**config.mk**
```make
export PLATFORM = sky130hd
export DESIGN_NAME = power_divider_chain
export DESIGN_NICKNAME = d
export VERILOG_FILES = /design/src/rtl/divider_pkg.sv /design/src/rtl/radix_counter_stage.sv /design/src/rtl/power_divider_chain.sv
export SDC_FILE = /design/constraint.sdc
export NUM_CORES = 1
export LEC_CHECK = 0
export ABC_AREA = 1
export CORE_MARGIN = 1
export CORE_UTILIZATION = 23
export DETAILED_ROUTE_END_ITERATION = 8
export SETUP_SLACK_MARGIN = 0.3
export SYNTH_ARGS = -nofsm -noshare
export SYNTH_HDL_FRONTEND = slang
export SYNTH_SLANG_ARGS = --single-unit
```
**constraint.sdc**
```tcl
create_clock -name clk_i -period 3.1 [get_ports clk_i]
set_input_delay 0.62 -clock clk_i [delete_from_list [all_inputs] [get_ports clk_i]]
set_output_delay 0.62 -clock clk_i [all_outputs]
set_load 0.01 [all_outputs]
```
**src/rtl/divider_pkg.sv**
```systemverilog
// Shared width helpers and default geometry for the power divider chain.
package divider_pkg;

   localparam int unsigned DefaultRadix  = 5;
   localparam int unsigned DefaultStages = 8;

   function automatic int unsigned clog2(input int unsigned value);
      int unsigned r;
      r = 0;
      while ((64'd1 << r) < 64'(value)) begin
         r++;
      end
      return r;
   endfunction

   // Counter width; never below one bit.
   function automatic int unsigned cw(input int unsigned radix);
      return (clog2(radix) < 1) ? 1 : clog2(radix);
   endfunction

   // Power select width: must encode 0..stages plus out-of-range values.
   function automatic int unsigned pw(input int unsigned stages);
      return (clog2(stages + 1) < 1) ? 1 : clog2(stages + 1);
   endfunction

endpackage

```
**src/rtl/radix_counter_stage.sv**
```systemverilog
// One modulo-RADIX stage of the divider chain; carry is combinational.
module radix_counter_stage
   import divider_pkg::*;
#(
   parameter int unsigned RADIX = DefaultRadix,
   localparam int unsigned CW   = cw(RADIX)
) (
   input  logic          clk_i,
   input  logic          rst_i,
   input  logic          clear_i,
   input  logic          inc_i,
   output logic [CW-1:0] cnt_o,
   output logic          carry_o
);

   if (RADIX < 2) begin : g_bad_radix
      $error("radix_counter_stage: RADIX must be >= 2");
   end

   localparam logic [CW-1:0] CntMax = CW'(RADIX - 1);

   logic [CW-1:0] cnt_q, cnt_d;

   assign carry_o = inc_i & (cnt_q == CntMax);
   assign cnt_o   = cnt_q;

   // Clear outranks increment so a power switch restarts the period cleanly.
   always_comb begin
      cnt_d = cnt_q;
      if (clear_i) begin
         cnt_d = '0;
      end else if (inc_i) begin
         cnt_d = carry_o ? '0 : cnt_q + 1'b1;
      end
   end

   always_ff @(posedge clk_i) begin
      if (rst_i) begin
         cnt_q <= '0;
      end else begin
         cnt_q <= cnt_d;
      end
   end

endmodule

```
**src/rtl/power_divider_chain.sv**
```systemverilog
// Cascade of RADIX counters emitting a tick every RADIX^power enabled cycles.
// Optional DIVIDER_SYNC_EN adds sync_i for phase alignment of several dividers.
module power_divider_chain
   import divider_pkg::*;
#(
   parameter int unsigned RADIX  = DefaultRadix,
   parameter int unsigned STAGES = DefaultStages,
   localparam int unsigned CW    = cw(RADIX),
   localparam int unsigned PW    = pw(STAGES)
) (
   input  logic          clk_i,
   input  logic          rst_i,
`ifdef DIVIDER_SYNC_EN
   input  logic          sync_i,
`endif
   input  logic          enable_i,
   input  logic [PW-1:0] power_i,
   output logic          tick_o,
   output logic          wave_o,
   output logic          range_err_o
);

   if (RADIX < 2 || STAGES < 1) begin : g_bad_geometry
      $error("power_divider_chain: need RADIX >= 2 and STAGES >= 1");
   end

   localparam int unsigned  SelW     = 2 ** PW;
   localparam logic [PW-1:0] MaxPower = PW'(STAGES);

   logic sync;
`ifdef DIVIDER_SYNC_EN
   assign sync = sync_i;
`else
   assign sync = 1'b0;
`endif

   logic [PW-1:0]             power_q, power_d;
   logic                      range_err_q, range_err_d;
   logic                      tick_q, wave_q;
   logic                      sel, load, clear;
   logic [SelW-1:0]           sel_vec;
   logic [STAGES-1:0][CW-1:0] cnt;
   logic                      unused_cnt;

   assign sel_vec[0] = enable_i;
   if (SelW > STAGES + 1) begin : g_sel_pad
      assign sel_vec[SelW-1:STAGES+1] = '0;
   end

   for (genvar k = 0; k < STAGES; k++) begin : g_stage
      logic inc_k, carry_k;
      if (k == 0) begin : g_first
         assign inc_k = enable_i;
      end else begin : g_next
         assign inc_k = g_stage[k-1].carry_k;
      end
      assign sel_vec[k+1] = carry_k;

      radix_counter_stage #(
         .RADIX(RADIX)
      ) u_stage (
         .clk_i  (clk_i),
         .rst_i  (rst_i),
         .clear_i(clear),
         .inc_i  (inc_k),
         .cnt_o  (cnt[k]),
         .carry_o(carry_k)
      );
   end

   // Stage counts are only observed through the carry chain.
   assign unused_cnt = ^cnt;

   // Power is only accepted at a period boundary or while out of range.
   always_comb begin
      sel         = sel_vec[power_q] & ~range_err_q & ~sync;
      load        = rst_i | sync | sel | range_err_q;
      power_d     = load ? power_i : power_q;
      clear       = rst_i | sync | range_err_q | (power_d != power_q);
      range_err_d = (power_d > MaxPower);
   end

   always_ff @(posedge clk_i) begin
      if (rst_i) begin
         power_q     <= power_i;
         range_err_q <= (power_i > MaxPower);
         tick_q      <= 1'b0;
         wave_q      <= 1'b0;
      end else begin
         power_q     <= power_d;
         range_err_q <= range_err_d;
         tick_q      <= sel;
         wave_q      <= sync ? 1'b0 : (wave_q ^ sel);
      end
   end

   assign tick_o      = tick_q;
   assign wave_o      = wave_q;
   assign range_err_o = range_err_q;

endmodule
```
## After elaboration in Yosys (flattened, before gate mapping)

Index checks and enable logic that the tools add are counted.

| word-level totals | value |
|---|---|
| input bits | 7 |
| register bits | 31 |
| output and inout port bits | 3 |
| logic and storage cells | 61 |

| operators by class | value |
|---|---|
| $add $sub $neg | 8 |
| magnitude comparators | 3 |
| reductions and logical operators | 1 |
| bitwise operators | 15 |
| eq/ne operators | 9 |
| mux-type cells | 13 |

Operator list:

| cell | number |
|---|---|
| 3-bit by 1-bit adder with 3-bit output, second input constant | 8 |
| 3-bit equality test, second input constant | 8 |
| 3-bit two-way mux | 8 |
| 1-bit bitwise AND | 9 |
| 4-bit > comparator, second input constant | 2 |
| 4-bit two-way mux | 2 |
| 4-bit by 5-bit less-than comparator with 1-bit output, second input constant | 1 |
| 1-bit binary-select mux with 4-bit select | 1 |
| 4-bit != test | 1 |
| 1-bit OR | 4 |
| 1-bit two-way mux | 2 |
| 2-bit OR reduction | 1 |
| 1-bit inverter | 1 |
| 1-bit XOR | 1 |

## Depth between registers and ports, before layout

| depth | value |
|---|---|
| word-level depth | 18 |
| mapped depth | 18 |
| mapped depth without buffers | 15 |

## Hierarchy

From an unflattened synthesis, not the netlist that was laid out.

| second synthesis, totals | value |
|---|---|
| cells, all modules | 285 |
| area total of the unflattened synthesis | 1875.5 um^2 |

By module, submodules not included:

| module | cells an instance | sequential area each (um^2) | times used | area each (um^2) |
|---|---|---|---|---|
| radix_counter_stage | 25 | 60.1 | 8 | 171.4 |
| power_divider_chain | 85 | 140.1 | 1 | 504.2 |

## Least setup slack after synthesis

OpenSTA, ideal clock, no wires.

| path | value |
|---|---|
| path type | input to register |
| start point | in enable_i |
| end point | reg g_stage[2].u_stage.cnt_q[1] |
| setup slack | 837 ps |
| setup time | 124 ps |
| required time | 2976 ps |
| buffers on the path | 3 |
| cell stages on the path | 14 |
| arrival time | 2140 ps |
| path through | nand3_2 -> buf_6 -> nor3_4 -> nand4_4 -> nor2_8 -> nand4_4 -> nand3_4 -> buf_6 -> nand3_1 -> nand2_1 -> nor2_1 -> nand2_4 -> buf_12 -> nor2_4 |

| on the way | value |
|---|---|
| longest elaborated chain between the ends | 17 |
| elaborated cells on any way between the ends | 18 |

RTL lines:

| what | RTL line | source |
|---|---|---|
| from (decl) | power_divider_chain.sv:16 | `input logic enable_i,` |
| 1-bit bitwise AND (8 in a row) | radix_counter_stage.sv:24 | `assign carry_o = inc_i & (cnt_q == CntMax);` |
| 1-bit binary-select mux with 4-bit select | power_divider_chain.sv:76 | `sel = sel_vec[power_q] & ~range_err_q & ~sync;` |
| 1-bit two-way mux (not written as such) | power_divider_chain.sv:76 |  |
| 1-bit bitwise AND | power_divider_chain.sv:76 |  |
| 1-bit OR (2 in a row) | power_divider_chain.sv:77 | `load = rst_i \| sync \| sel \| range_err_q;` |
| 4-bit two-way mux | power_divider_chain.sv:78 | `power_d = load ? power_i : power_q;` |
| 4-bit != test | power_divider_chain.sv:79 | `clear = rst_i \| sync \| range_err_q \| (power_d != power_q);` |
| 1-bit OR | power_divider_chain.sv:79 |  |
| 2-bit OR reduction (no source line) | -- |  |
| to (signal assigned) | radix_counter_stage.sv:41 | `cnt_q <= cnt_d;` |
| to (decl) | radix_counter_stage.sv:22 | `logic [CW-1:0] cnt_q, cnt_d;` |

Parallel ways exist; a longest one is shown, timed or not. The select of a mux whose other input is x is not followed.
A chain may end at the register's enable or synchronous reset.

## Final worst setup path

| path | value |
|---|---|
| start point | in enable_i |
| end point | reg g_stage[1].u_stage.cnt_q[1] |

| on the way | value |
|---|---|
| longest elaborated chain between the ends | 17 |
| elaborated cells on any way between the ends | 18 |

RTL lines:

| what | RTL line |
|---|---|
| 1-bit bitwise AND (8 in a row) | radix_counter_stage.sv:24 |
| 1-bit binary-select mux with 4-bit select | power_divider_chain.sv:76 |
| 1-bit two-way mux (not written as such) | power_divider_chain.sv:76 |
| 1-bit bitwise AND | power_divider_chain.sv:76 |
| 1-bit OR (2 in a row) | power_divider_chain.sv:77 |
| 4-bit two-way mux | power_divider_chain.sv:78 |
| 4-bit != test | power_divider_chain.sv:79 |
| 1-bit OR | power_divider_chain.sv:79 |
| 2-bit OR reduction (no source line) | -- |
| to (signal assigned) | radix_counter_stage.sv:41 |
| to (decl) | radix_counter_stage.sv:22 |

Parallel ways exist; a longest one is shown, timed or not. The select of a mux whose other input is x is not followed.

==> results.py <==
metrics = {
    "route": {
        "wire_per_inst_um": 9.05,
        "route.detailed.drc": 0,
        "routed_wl_um": 3400,
        "final_antenna_net_count": 0,
        "vias": 1540,
        "first_pass_iters": 4,
        "drt_iter0_drc": 65,
        "via_per_inst": 4.10,
    },
    "place": {
        "port_buffers": 9,
        "routabilityCongestion": 0.779,
        "hpwl_um": 2600,
    },
    "yosys": {
        "synth_cell_types": 28,
        "synth_top_cell_area_share_pct": 32.1,
        "synth_cells": 244,
        "ys.flop_type": "dfxtp_1",
        "synth_edf_count": 0,
        "synth_area_mm2": 0.00193,
        "yosys.area.top_type": "dfxtp_1",
        "ys_warn_count": 0,
        "synth.area.top_cells": "dfxtp_1, ha_1, inv_1",
        "ys_ff_latch": 31,
        "postSynthAreaPerCell_um2": 7.91,
        "synth_nets": 267,
        "yosysMostFrequentCell": "inv_1",
        "yosysSeqAreaShare_pct": 32.1,
        "postSynth.asyncResetShare_pct": 0,
        "synth.top_cells.by_count": "inv_1, nand2_1, dfxtp_1, o21ai_0, ha_1",
    },
    "floorplan": {
        "pin_count": 10,
        "fp.dieH_um": 93.6,
        "rows": 33,
        "core_mm2": 0.00818,
        "dieArea_mm2": 0.00876,
        "dieWidth_um": 93.6,
        "start_util_pct": 23.6,
    },
    "pwr": {
        "peakVddDrop_v": 0.000230,
        "p_per_area_mw_per_mm2": 374,
        "p_leak_uw": 0.000973,
    },
    "sta": {
        "finalCritPeriodShare_pct": 83.2,
        "tightest_slew_ns": 0.448,
        "maxSlewHeadroom_pct": 69.9,
        "setup_tns_ns": 0,
        "skew_ns": 0.00522,
        "report.final.slew_viol_count": 0,
        "rsz0062_at_grt": "no",
        "fmax_mhz": 388,
        "timing.final.crit_period_ns": 2.58,
        "hold_viol_final": 0,
        "setup-violations-final": 0,
    },
    "global_route": {
        "overflow": 0,
        "grt_pass1_vias": 1430,
        "grt_max_degree": 16,
        "grt_pass1_wl_um": 6050,
        "grt_use_total_pct": 8.80,
        "antenna_found_initial": 0,
    },
    "job": {
        "cap_viol_max_count": 0,
    },
    "setup_path": {
        "critPathLaunchType": "primary input",
        "critPathKind": "primary input to register",
        "cp.required_ns": 3.26,
        "crit_fanout": 8,
        "end_kind": "register",
        "worstPathArrival_ns": 2.74,
    },
    "final_layout": {
        "fin_util_pct": 28.6,
        "drive_gt1_share_pct": 19.9,
        "fin_nets": 294,
        "antenna_cells": 0,
        "fillCellCount": 881,
        "seqCellArea_um2": 621,
        "synthToLayoutAreaGrowth_pct": 21.1,
        "multiInputGateArea_mm2": 0.00108,
    },
    "clocking": {
        "clockRootBuffer": "clkbuf_8",
        "cts_htree_levels": 2,
        "clk_latency_ns": 0.28,
        "clock_path_buffers": 2,
        "numClockSinks": 31,
        "clk_transition_reported_paths_ns": 0.06,
        "cts_buffers": 5,
        "cts_tree": "built",
    },
    "run_status": {
        "status": "finished clean",
    },
    "hold_path": {
        "min_path_type": "register to register",
    },
}
## flip-flops by register name (all words and copies together) (netlist names)
signal,flops
g_stage.u_stage.cnt_o,24
power_q,4
range_err_o,1
tick_o,1
wave_o,1
## power by group
group / switching, uW / total [uW] / leakage [uW] / internal (uW)
Combinational: 74.7 / 132 / 0.000675 / 56.9
Sequential: 15.4 / 427 / 0.000252 / 412
Clock: 142 / 316 / 0.0000470 / 174
Total: 232 / 875 / 0.000973 / 643
## final timing paths
path | from | endpoint | slack [ns] | depth (start not counted)
worst max-delay path | enable_i | g_stage[1].u_stage.cnt_o[1] | 0.52 | 14
worst min-delay path | range_err_o | tick_o | 0.48 | 1
worst min register to register | range_err_o | tick_o | 0.48 | 1
worst max register to register | g_stage[2].u_stage.cnt_o[0] | g_stage[3].u_stage.cnt_o[2] | 0.73 | 17
## layout by cell type, fill, tap and decap left out, drive strengths merged
master         synthesis  layout
o31ai                  5       5
clkdlybuf4s50          0       9
xor2                   1       1
buf                    4      14
clkbuf                 0       6
clkinv                 0       1
o211ai                 3       3
ha                    16      16
dfxtp                 31      31
and2                   1       1
a31oi                  2       2
nand4                  3       3
nor3                   4       4
nand2                 36      36
inv                   52      52
xnor2                  5       5
nand3                 18      19
o21ai                 20      20
nor3b                  1       1
a21oi                  5       5
nor2                  36      36
nor4                   1       1
## per-stage QoR
step | cell area, um^2 | setup slack [ns] | hold slack [ns] | cells | total power [uW]
2_1_floorplan | 1930 | 0.837 | 0.495 | 244 | 514
3_5_place_dp | 2170 | 0.105 | 0.484 | 360 | 552
6_report | 2340 | 0.520 | 0.481 | 376 | 875
3_3_place_gp | 2170 | 0.136 | 0.477 | 360 | 550
5_1_grt | 2340 | 0.317 | 0.506 | 376 | 922
4_1_cts | 2260 | 0.402 | 0.493 | 367 | 870
## worst max-delay path: stages
cell	delay [ns]
clkdlybuf4s50_1	0.52
nand3_4	0.12
nor3_4	0.27
nand4_4	0.17
nor2_8	0.15
nand4_4	0.12
nand3_4	0.12
buf_4	0.13
nand3_1	0.05
nand2_1	0.08
nor2_2	0.05
nand2_4	0.12
buf_12	0.17
nor2_4	0.03
## routing by layer
metal | vias up | global-route usage [%] | wire length [um]
met3 | 8 | 1.71 | 61
met5 | - | 0 | 0
met2 | 18 | 13.5 | 1460
met4 | 0 | 5.64 | 122
li1 | 823 | - | -
met1 | 691 | 11.2 | 1760
## area by class of cell
| cell class | count | share of cell area, % |
|---|---|---|
| clock buffer | 6 | 3.53 |
| clock inverter | 1 | 0.214 |
| inverter | 52 | 8.35 |
| multi-input combinational | 158 | 46.3 |
| sequential | 31 | 26.5 |
| tap | 105 | 5.62 |
| timing repair buffer | 23 | 9.42 |
## what timing repair did
action | 4_1_cts | 5_1_grt
setup endpoints to repair | 0 | 17
resized for setup | 0 | 5
setup buffers | 0 | 8
hold buffers | 0 | 0
## cells by family after synthesis
kind of cell               synth area share (%)
buffers and inverters                      12.9
AOI/OAI and AO/OA                          10.2
and+or+nand+nor                            31.6
DFF                                        32.1
xor gates and xnor gates                   2.72
adders and majority gates                  10.4
No activity file was read; power rests on OpenSTA's default activity.
